==> config.mk <==
export PLATFORM = sky130hd
export DESIGN_NAME = muldiv_seq_flat
export DESIGN_NICKNAME = d
export VERILOG_FILES = /design/src/rtl/muldiv_seq_pkg.sv /design/src/rtl/muldiv_seq_if.sv /design/src/rtl/muldiv_seq_div_core.sv /design/src/rtl/muldiv_seq.sv /design/src/flat_wrapper.sv
export SDC_FILE = /design/constraint.sdc
export NUM_CORES = 2
export LEC_CHECK = 0
export CAP_MARGIN = 20
export CORE_UTILIZATION = 40
export DETAILED_ROUTE_END_ITERATION = 10
export GPL_TIMING_DRIVEN = 0
export HOLD_SLACK_MARGIN = 0.02
export PLACE_DENSITY = 0.65
export SYNTH_ARGS = -nofsm -noshare
export SYNTH_HDL_FRONTEND = slang
export SYNTH_SLANG_ARGS = --single-unit
export TNS_END_PERCENT = 1
==> constraint.sdc <==
create_clock -name CLK -period 15.4 [get_ports CLK]
set_clock_uncertainty 0.15 [all_clocks]
set_input_delay 2.31 -clock CLK [delete_from_list [all_inputs] [get_ports CLK]]
set_output_delay 2.31 -clock CLK [all_outputs]
set_load 0.02 [all_outputs]
==> src/rtl/muldiv_seq_pkg.sv <==
// Shared definitions for the sequential multiply/divide unit: M-extension opcodes,
// FSM state encodings and small opcode-decode helpers.
package muldiv_seq_pkg;

    localparam int MDU_XLEN = 32;

    localparam logic [4:0] OP_MUL    = 5'h10;
    localparam logic [4:0] OP_MULH   = 5'h11;
    localparam logic [4:0] OP_MULHSU = 5'h12;
    localparam logic [4:0] OP_MULHU  = 5'h13;
    localparam logic [4:0] OP_DIV    = 5'h14;
    localparam logic [4:0] OP_DIVU   = 5'h15;
    localparam logic [4:0] OP_REM    = 5'h16;
    localparam logic [4:0] OP_REMU   = 5'h17;

    localparam logic [2:0] S_IDLE = 3'd0;
    localparam logic [2:0] S_MUL  = 3'd1;
    localparam logic [2:0] S_DIV  = 3'd2;
    localparam logic [2:0] S_FIX  = 3'd3;
    localparam logic [2:0] S_DONE = 3'd4;

    function automatic logic isDivOp(input logic [4:0] op);
        return (op == OP_DIV) || (op == OP_DIVU) || (op == OP_REM) || (op == OP_REMU);
    endfunction

    function automatic logic isSignedDiv(input logic [4:0] op);
        return (op == OP_DIV) || (op == OP_REM);
    endfunction

    function automatic logic isRemOp(input logic [4:0] op);
        return (op == OP_REM) || (op == OP_REMU);
    endfunction

    // Cases whose result is fixed without iterating: divide by zero and signed overflow.
    function automatic logic divSpecial(input logic [4:0] op,
                                        input logic [MDU_XLEN-1:0] a,
                                        input logic [MDU_XLEN-1:0] b);
        return (b == '0) ||
               (isSignedDiv(op) && (a == 32'h8000_0000) && (b == 32'hFFFF_FFFF));
    endfunction

endpackage

==> src/rtl/muldiv_seq_if.sv <==
// Pipeline-facing handshake of muldiv_seq; the pipeline is master, the unit is slave.
interface muldiv_seq_if
    import muldiv_seq_pkg::*;
    #(parameter int XLEN = MDU_XLEN);

    logic            START;
    logic [4:0]      ALU_OPCODE;
    logic [XLEN-1:0] DATA1;
    logic [XLEN-1:0] DATA2;
    logic            FLUSH;
    logic            BUSY;
    logic            DONE;
    logic [XLEN-1:0] RESULT;

    modport master (output START, ALU_OPCODE, DATA1, DATA2, FLUSH,
                    input  BUSY, DONE, RESULT);

    modport slave  (input  START, ALU_OPCODE, DATA1, DATA2, FLUSH,
                    output BUSY, DONE, RESULT);

endinterface

==> src/rtl/muldiv_seq_div_core.sv <==
// Restoring unsigned divider: one quotient bit per clock, XLEN steps from a
// 6-bit down-counter. Operands arrive as magnitudes; signs are fixed by the caller.
module div_core
    import muldiv_seq_pkg::*;
    #(parameter int XLEN = MDU_XLEN)
(
    input  logic            CLK,
    input  logic            RESET,
    input  logic            i_load,
    input  logic            i_clear,
    input  logic [XLEN-1:0] i_dividend,
    input  logic [XLEN-1:0] i_divisor,
    output logic [XLEN-1:0] o_quot,
    output logic [XLEN-1:0] o_rem,
    output logic            o_last
);

    logic [5:0]      r_count;
    logic [XLEN-1:0] r_quot;
    logic [XLEN-1:0] r_rem;
    logic [XLEN-1:0] r_div;
    logic [XLEN:0]   w_shift;
    logic [XLEN:0]   w_diff;

    // The partial remainder stays below the divisor, so the shifted value fits XLEN+1 bits.
    assign w_shift = {r_rem, r_quot[XLEN-1]};
    assign w_diff  = w_shift - {1'b0, r_div};

    always_ff @(posedge CLK or posedge RESET) begin
        if (RESET) begin
            r_count <= '0;
            r_quot  <= '0;
            r_rem   <= '0;
            r_div   <= '0;
        end else if (i_clear) begin
            r_count <= '0;
        end else if (i_load) begin
            r_count <= 6'(XLEN);
            r_quot  <= i_dividend;
            r_rem   <= '0;
            r_div   <= i_divisor;
        end else if (r_count != '0) begin
            r_count <= r_count - 6'd1;
            if (!w_diff[XLEN]) begin
                r_rem  <= w_diff[XLEN-1:0];
                r_quot <= {r_quot[XLEN-2:0], 1'b1};
            end else begin
                r_rem  <= w_shift[XLEN-1:0];
                r_quot <= {r_quot[XLEN-2:0], 1'b0};
            end
        end
    end

    assign o_quot = r_quot;
    assign o_rem  = r_rem;
    assign o_last = (r_count == 6'd1);

endmodule

==> src/rtl/muldiv_seq.sv <==
// Sequential RISC-V M-extension unit: single-cycle-issue multiplier plus iterative divider.
// Optional MDU_EARLY_OUT_EN skips iteration for divide-by-zero and signed overflow.
module muldiv_seq
    import muldiv_seq_pkg::*;
    #(parameter int XLEN = MDU_XLEN)
(
    input  logic         CLK,
    input  logic         RESET,
    muldiv_seq_if.slave  bus
);

    logic [2:0]              r_state;
    logic [4:0]              r_op;
    logic [XLEN-1:0]         r_a;
    logic [XLEN-1:0]         r_b;
    logic [XLEN-1:0]         r_result;

    logic                    w_accept;
    logic                    w_isDiv;
    logic                    w_skip;
    logic                    w_load;
    logic [XLEN-1:0]         w_magA;
    logic [XLEN-1:0]         w_magB;
    logic [XLEN-1:0]         w_quot;
    logic [XLEN-1:0]         w_rem;
    logic                    w_last;
    logic signed [XLEN:0]    w_aExt;
    logic signed [XLEN:0]    w_bExt;
    logic signed [2*XLEN-1:0] w_prod;
    logic [XLEN-1:0]         w_mulRes;
    logic                    w_qNeg;
    logic                    w_rNeg;
    logic [XLEN-1:0]         w_divRes;

    assign w_accept = bus.START && !bus.FLUSH && ((r_state == S_IDLE) || (r_state == S_DONE));
    assign w_isDiv  = isDivOp(bus.ALU_OPCODE);

`ifdef MDU_EARLY_OUT_EN
    assign w_skip = divSpecial(bus.ALU_OPCODE, bus.DATA1, bus.DATA2);
`else
    assign w_skip = 1'b0;
`endif

    assign w_load = w_accept && w_isDiv && !w_skip;
    assign w_magA = (isSignedDiv(bus.ALU_OPCODE) && bus.DATA1[XLEN-1]) ? -bus.DATA1 : bus.DATA1;
    assign w_magB = (isSignedDiv(bus.ALU_OPCODE) && bus.DATA2[XLEN-1]) ? -bus.DATA2 : bus.DATA2;

    div_core #(.XLEN(XLEN)) u_divCore (
        .CLK        (CLK),
        .RESET      (RESET),
        .i_load     (w_load),
        .i_clear    (bus.FLUSH),
        .i_dividend (w_magA),
        .i_divisor  (w_magB),
        .o_quot     (w_quot),
        .o_rem      (w_rem),
        .o_last     (w_last)
    );

    // One extra sign bit per operand lets a single signed multiply cover all four variants.
    assign w_aExt = {((r_op == OP_MULH) || (r_op == OP_MULHSU)) && r_a[XLEN-1], r_a};
    assign w_bExt = {(r_op == OP_MULH) && r_b[XLEN-1], r_b};
    assign w_prod = (2*XLEN)'(w_aExt) * (2*XLEN)'(w_bExt);

    always_comb begin
        w_mulRes = '0;
        case (r_op)
            OP_MUL:                       w_mulRes = w_prod[XLEN-1:0];
            OP_MULH, OP_MULHSU, OP_MULHU: w_mulRes = w_prod[2*XLEN-1:XLEN];
            default:                      w_mulRes = '0;
        endcase
    end

    assign w_qNeg = isSignedDiv(r_op) && (r_a[XLEN-1] ^ r_b[XLEN-1]);
    assign w_rNeg = isSignedDiv(r_op) && r_a[XLEN-1];

    always_comb begin
        w_divRes = '0;
        if (r_b == '0)
            w_divRes = isRemOp(r_op) ? r_a : '1;
        else if (divSpecial(r_op, r_a, r_b))
            w_divRes = isRemOp(r_op) ? '0 : r_a;
        else if (isRemOp(r_op))
            w_divRes = w_rNeg ? -w_rem : w_rem;
        else
            w_divRes = w_qNeg ? -w_quot : w_quot;
    end

    always_ff @(posedge CLK or posedge RESET) begin
        if (RESET) begin
            r_state  <= S_IDLE;
            r_op     <= '0;
            r_a      <= '0;
            r_b      <= '0;
            r_result <= '0;
        end else if (bus.FLUSH) begin
            r_state <= S_IDLE;
        end else begin
            case (r_state)
                S_IDLE, S_DONE: begin
                    if (w_accept) begin
                        r_op <= bus.ALU_OPCODE;
                        r_a  <= bus.DATA1;
                        r_b  <= bus.DATA2;
                        if (!w_isDiv)
                            r_state <= S_MUL;
                        else if (w_skip)
                            r_state <= S_FIX;
                        else
                            r_state <= S_DIV;
                    end else begin
                        r_state <= S_IDLE;
                    end
                end
                S_MUL: begin
                    r_result <= w_mulRes;
                    r_state  <= S_DONE;
                end
                S_DIV: begin
                    if (w_last)
                        r_state <= S_FIX;
                end
                S_FIX: begin
                    r_result <= w_divRes;
                    r_state  <= S_DONE;
                end
                default: r_state <= S_IDLE;
            endcase
        end
    end

    assign bus.BUSY   = (r_state == S_MUL) || (r_state == S_DIV) || (r_state == S_FIX);
    assign bus.DONE   = (r_state == S_DONE);
    assign bus.RESULT = r_result;

endmodule
==> src/flat_wrapper.sv <==
// flat-port wrapper written by rule: the top's interface ports become plain ports
module muldiv_seq_flat import muldiv_seq_pkg::*;
#(parameter int XLEN = MDU_XLEN)
  (CLK, RESET, bus_START, bus_ALU_OPCODE, bus_DATA1, bus_DATA2, bus_FLUSH, bus_BUSY, bus_DONE, bus_RESULT);
  muldiv_seq_if #(.XLEN(XLEN)) bus_i ();
  input  logic CLK;
  input  logic RESET;
  input wire logic [$bits(bus_i.START)-1:0] bus_START;
  input wire logic [$bits(bus_i.ALU_OPCODE)-1:0] bus_ALU_OPCODE;
  input wire logic [$bits(bus_i.DATA1)-1:0] bus_DATA1;
  input wire logic [$bits(bus_i.DATA2)-1:0] bus_DATA2;
  input wire logic [$bits(bus_i.FLUSH)-1:0] bus_FLUSH;
  output wire logic [$bits(bus_i.BUSY)-1:0] bus_BUSY;
  output wire logic [$bits(bus_i.DONE)-1:0] bus_DONE;
  output wire logic [$bits(bus_i.RESULT)-1:0] bus_RESULT;
  assign bus_i.START = bus_START;
  assign bus_i.ALU_OPCODE = bus_ALU_OPCODE;
  assign bus_i.DATA1 = bus_DATA1;
  assign bus_i.DATA2 = bus_DATA2;
  assign bus_i.FLUSH = bus_FLUSH;
  assign bus_BUSY = bus_i.BUSY;
  assign bus_DONE = bus_i.DONE;
  assign bus_RESULT = bus_i.RESULT;
  muldiv_seq #(.XLEN(XLEN)) u_core (.CLK(CLK), .RESET(RESET), .bus(bus_i));
endmodule
==> impl_results.md <==
- Status: completed
- TNS Setup: 0 ns
- Routed vias: ~43000
- Peak fanout along the critical path: 10
- Post-detailed-route wirelength per cell: around 27 um
- Clock insertion delay at the later pin of the skew report: between 0.5 and 0.6 ns
- Mapped Cells: about 5900
- Routed wire length: just over 200 mm
- Placed Cells: 7758
- Number of unique standard cell types used by synthesis: 80
- Post-DR vias/cell: ~5.5
- Core region area: about 0.13 mm2
- CP dominant cell by count: sky130_fd_sc_hd__fa_1
- Number of clock sinks: roughly 210
- Final weighted congestion in routability-driven placement: 1.03
- Drc violations: 0
- Maximum achievable frequency: approximately 0.079 GHz
- Post-CTS Hold Fix Bufs: 0
- Clock root cell: sky130_fd_sc_hd__clkbuf_16
- Slowest cell on crit path: sky130_fd_sc_hd__nor3_1
- Placement Setup Slack: around 2.7 ns
- Number of fill cells: between 10000 and 15000
- Worst-margin pin slew: 1.31 ns
- Arrival time of the worst setup path: 12.96 ns
- Port Buf Inserts: 106
- Slack of the worst reg-to-reg path: 2.69 ns
- Cell Count, Final, Fillers Out: 7816
- CTS tree: yes
- Number of nets in the layout: between 7000 and 8000
- Initial antenna violation count: 12
- Number of post-CTS setup repair buffers: 0
- Clock transition at the registers of the reported paths: about 0.08 ns
- Area of all placed cells without fillers: about 0.056 mm2
- Share of synthesized registers carrying an async set or reset: 1.00
- Hold violation count in the final report: 0
- Crit-path max cell delay: ~0.92 ns
- Endpoint class of the critical path: flip-flop
- Multi-input combinational cell area: between 0.04 and 0.05 mm2
- Average instance area after synthesis: around 8.8 um2
- Max Slew Vio Count: 0
- Synthesized Nets: roughly 7400
- Tightest slew margin relative to the limit: 0.130
- Most common flop cell mapped by yosys: sky130_fd_sc_hd__dfrtp_1
- GRT Total Usage: 0.317
- Detailed Route Iter0 Violations: ~4500
- EDFF count, synth: 0
- Effective utilization at floorplan: 0.406
- Height of the die: between 300 and 400 um
- Required time at the worst-slack endpoint: approximately 16 ns
- Most frequent cells in the layout: 1244 x sky130_fd_sc_hd__inv_1, 1126 x sky130_fd_sc_hd__fa_1, 980 x sky130_fd_sc_hd__nand2_1
- Worst reg2reg startpoint: u_core.r_a[31]
- Die area: 0.132 mm2
- Start point of the worst min-delay path: u_core.bus.RESULT[5]
- Register area: 0.00515 mm2
- First-pass GRT wire length: 302 mm
- Deepest level of the CTS H-tree: 1
- HPWL after detailed placement: between 150 and 200 mm
- Yosys warning total: 0
- Post-route minimum period: between 10 and 15 ns
- Launching element type of the critical path: flip-flop
- Total cell area at the placement stage: 0.0556 mm2
- Most common library cell in the layout ignoring fill and taps: sky130_fd_sc_hd__inv_1
- Via count of the first global-routing pass: 43800
- Number of flip-flops and latches in the synthesized netlist: roughly 210
- Number of resized instances in the post-cts repair step: 0
- Register area share after synthesis: 0.0990
- Die width: around 360 um
- Num rows: 131
- Length of the first detailed-routing pass in iterations: 6
- Worst hold path type: reg2reg
- Clock buffer count from CTS: 24
- Cell Area, Synth: roughly 0.052 mm2
- Final setup margin: around 2.7 ns
- Maximum number of pins on one net before global-route repair: approximately 110
- Remaining global-route overflow: 0
- I/O pins: 107
- Antenna-violating nets left: 0
- RSZ-0062 raised after global routing: false
- Launching instance or port of the critical path: u_core.r_a[31]
- Ratio of cells with drive above 1 in the final layout: 0.0283
- Area overhead of the layout relative to synthesis: 8.44%
- Period Utilization, post-route: 0.825
- Classification of the worst setup path: reg2reg
- Count of final setup violators: 0
- Number of buffers on the longest clock path: 3
- Total of max-cap violations: 0
## cell usage after synthesis, types with 10 or more instances
| master | n | share of area |
|---|---|---|
| sky130_fd_sc_hd__a21o_1 | 42 | 0.0061 |
| sky130_fd_sc_hd__nor2b_1 | 10 | 0.0012 |
| sky130_fd_sc_hd__nor3_1 | 37 | 0.0036 |
| sky130_fd_sc_hd__or3_1 | 18 | 0.0022 |
| sky130_fd_sc_hd__a31oi_1 | 20 | 0.0024 |
| sky130_fd_sc_hd__o21a_1 | 15 | 0.0022 |
| sky130_fd_sc_hd__o22ai_1 | 14 | 0.0017 |
| sky130_fd_sc_hd__o311ai_0 | 20 | 0.0034 |
| sky130_fd_sc_hd__inv_1 | 1245 | 0.090 |
| sky130_fd_sc_hd__nor4_1 | 26 | 0.0031 |
| sky130_fd_sc_hd__a21oi_1 | 159 | 0.015 |
| sky130_fd_sc_hd__a211oi_1 | 17 | 0.0025 |
| sky130_fd_sc_hd__xor2_1 | 89 | 0.015 |
| sky130_fd_sc_hd__o221ai_1 | 11 | 0.0019 |
| sky130_fd_sc_hd__dfrtp_1 | 206 | 0.099 |
| sky130_fd_sc_hd__xnor2_1 | 124 | 0.021 |
| sky130_fd_sc_hd__fa_1 | 1126 | 0.43 |
| sky130_fd_sc_hd__o211ai_1 | 22 | 0.0032 |
| sky130_fd_sc_hd__a22oi_1 | 35 | 0.0050 |
| sky130_fd_sc_hd__o31ai_1 | 30 | 0.0043 |
| sky130_fd_sc_hd__nand3_1 | 55 | 0.0053 |
| sky130_fd_sc_hd__ha_1 | 251 | 0.060 |
| sky130_fd_sc_hd__clkbuf_1 | 360 | 0.026 |
| sky130_fd_sc_hd__o21ai_0 | 206 | 0.020 |
| sky130_fd_sc_hd__mux2i_1 | 12 | 0.0023 |
| sky130_fd_sc_hd__o21bai_1 | 13 | 0.0019 |
| sky130_fd_sc_hd__and2_1 | 301 | 0.036 |
| sky130_fd_sc_hd__nand2b_1 | 18 | 0.0022 |
| sky130_fd_sc_hd__nor2_1 | 166 | 0.012 |
| sky130_fd_sc_hd__mux2_2 | 68 | 0.015 |
| sky130_fd_sc_hd__nand4_1 | 18 | 0.0022 |
| sky130_fd_sc_hd__nand2_1 | 980 | 0.071 |
| sky130_fd_sc_hd__and3_1 | 14 | 0.0017 |
| sky130_fd_sc_hd__or4_1 | 13 | 0.0019 |
| sky130_fd_sc_hd__or2_2 | 15 | 0.0018 |
| sky130_fd_sc_hd__o41ai_1 | 15 | 0.0025 |
| sky130_fd_sc_hd__a221oi_1 | 11 | 0.0019 |
## per-layer routing
metal	wire length, um	GRT usage	share of wire
met1	85900	0.434	0.41
met2	87000	0.464	0.42
met3	24500	0.102	0.12
met4	10000	0.128	0.048
met5	146	0	0.00070
## layout make-up
type	instances	area share
Multi-Input combinational cell	4084	0.723
Sequential cell	206	0.0913
Inverter	1245	0.0829
Tap cell	1729	0.0383
Timing Repair Buffer	129	0.0250
Buffer	370	0.0248
Clock buffer	36	0.0129
Clock inverter	8	0.00102
Antenna cell	9	0.000399
## logic make-up (layout without fill, tap and decap cells)
group           count (synthesis)  after routing  share of synthesized area
compound gates                694            694                     0.0858
xor+xnor                      213            213                     0.0358
fa+ha+maj                    1377           1377                      0.493
buf+inv                      1615           1788                      0.117
flops                         206            206                     0.0990
mux                            80             80                     0.0170
other cells                     0              9                          0
simple gates                 1720           1720                      0.152
## flip-flops by register name, indices dropped and copies added (netlist names)
name                      flops
u_core.r_op                   5
u_core.u_divCore.o_rem       32
u_core.u_divCore.o_quot      32
u_core.r_state                3
u_core.bus.RESULT            32
u_core.u_divCore.r_div       32
u_core.r_b                   32
u_core.u_divCore.r_count      6
u_core.r_a                   32
## worst max-delay path, delay by kind of cell, from the launching register on
family,cells,cell delay [ns]
AOI/OAI and AO/OA,4,1.18
adders and majority gates,9,4.84
buffers and inverters,10,3.40
DFF,1,0.35
muxes,1,0.13
and+or+nand+nor,6,2.44
## per-stage QoR
| step | utilization | hold WS [ns] |
|---|---|---|
| after floorplan | - | 0.300 |
| final | 0.440 | 0.333 |
| after global placement | 0.431 | 0.306 |
| after global routing | 0.440 | 0.354 |
| after CTS | 0.439 | 0.333 |
| after detailed placement | 0.433 | 0.319 |
## worst paths after layout
| check | to | cells after the start |
|---|---|---|
| worst max-delay path | u_core.bus.RESULT[25] | 30 |
| worst min-delay path | u_core.bus.RESULT[5] | 2 |
| worst max register to register | u_core.bus.RESULT[25] | 30 |
| worst min register to register | u_core.bus.RESULT[5] | 2 |
| max in group asynchronous | u_core.r_b[28] | 3 |
| min in group asynchronous | u_core.r_a[17] | 2 |
Power is left out: the tool's default activity adds up to more than one toggle a clock period on the data nets, which glitch-free logic cannot reach.
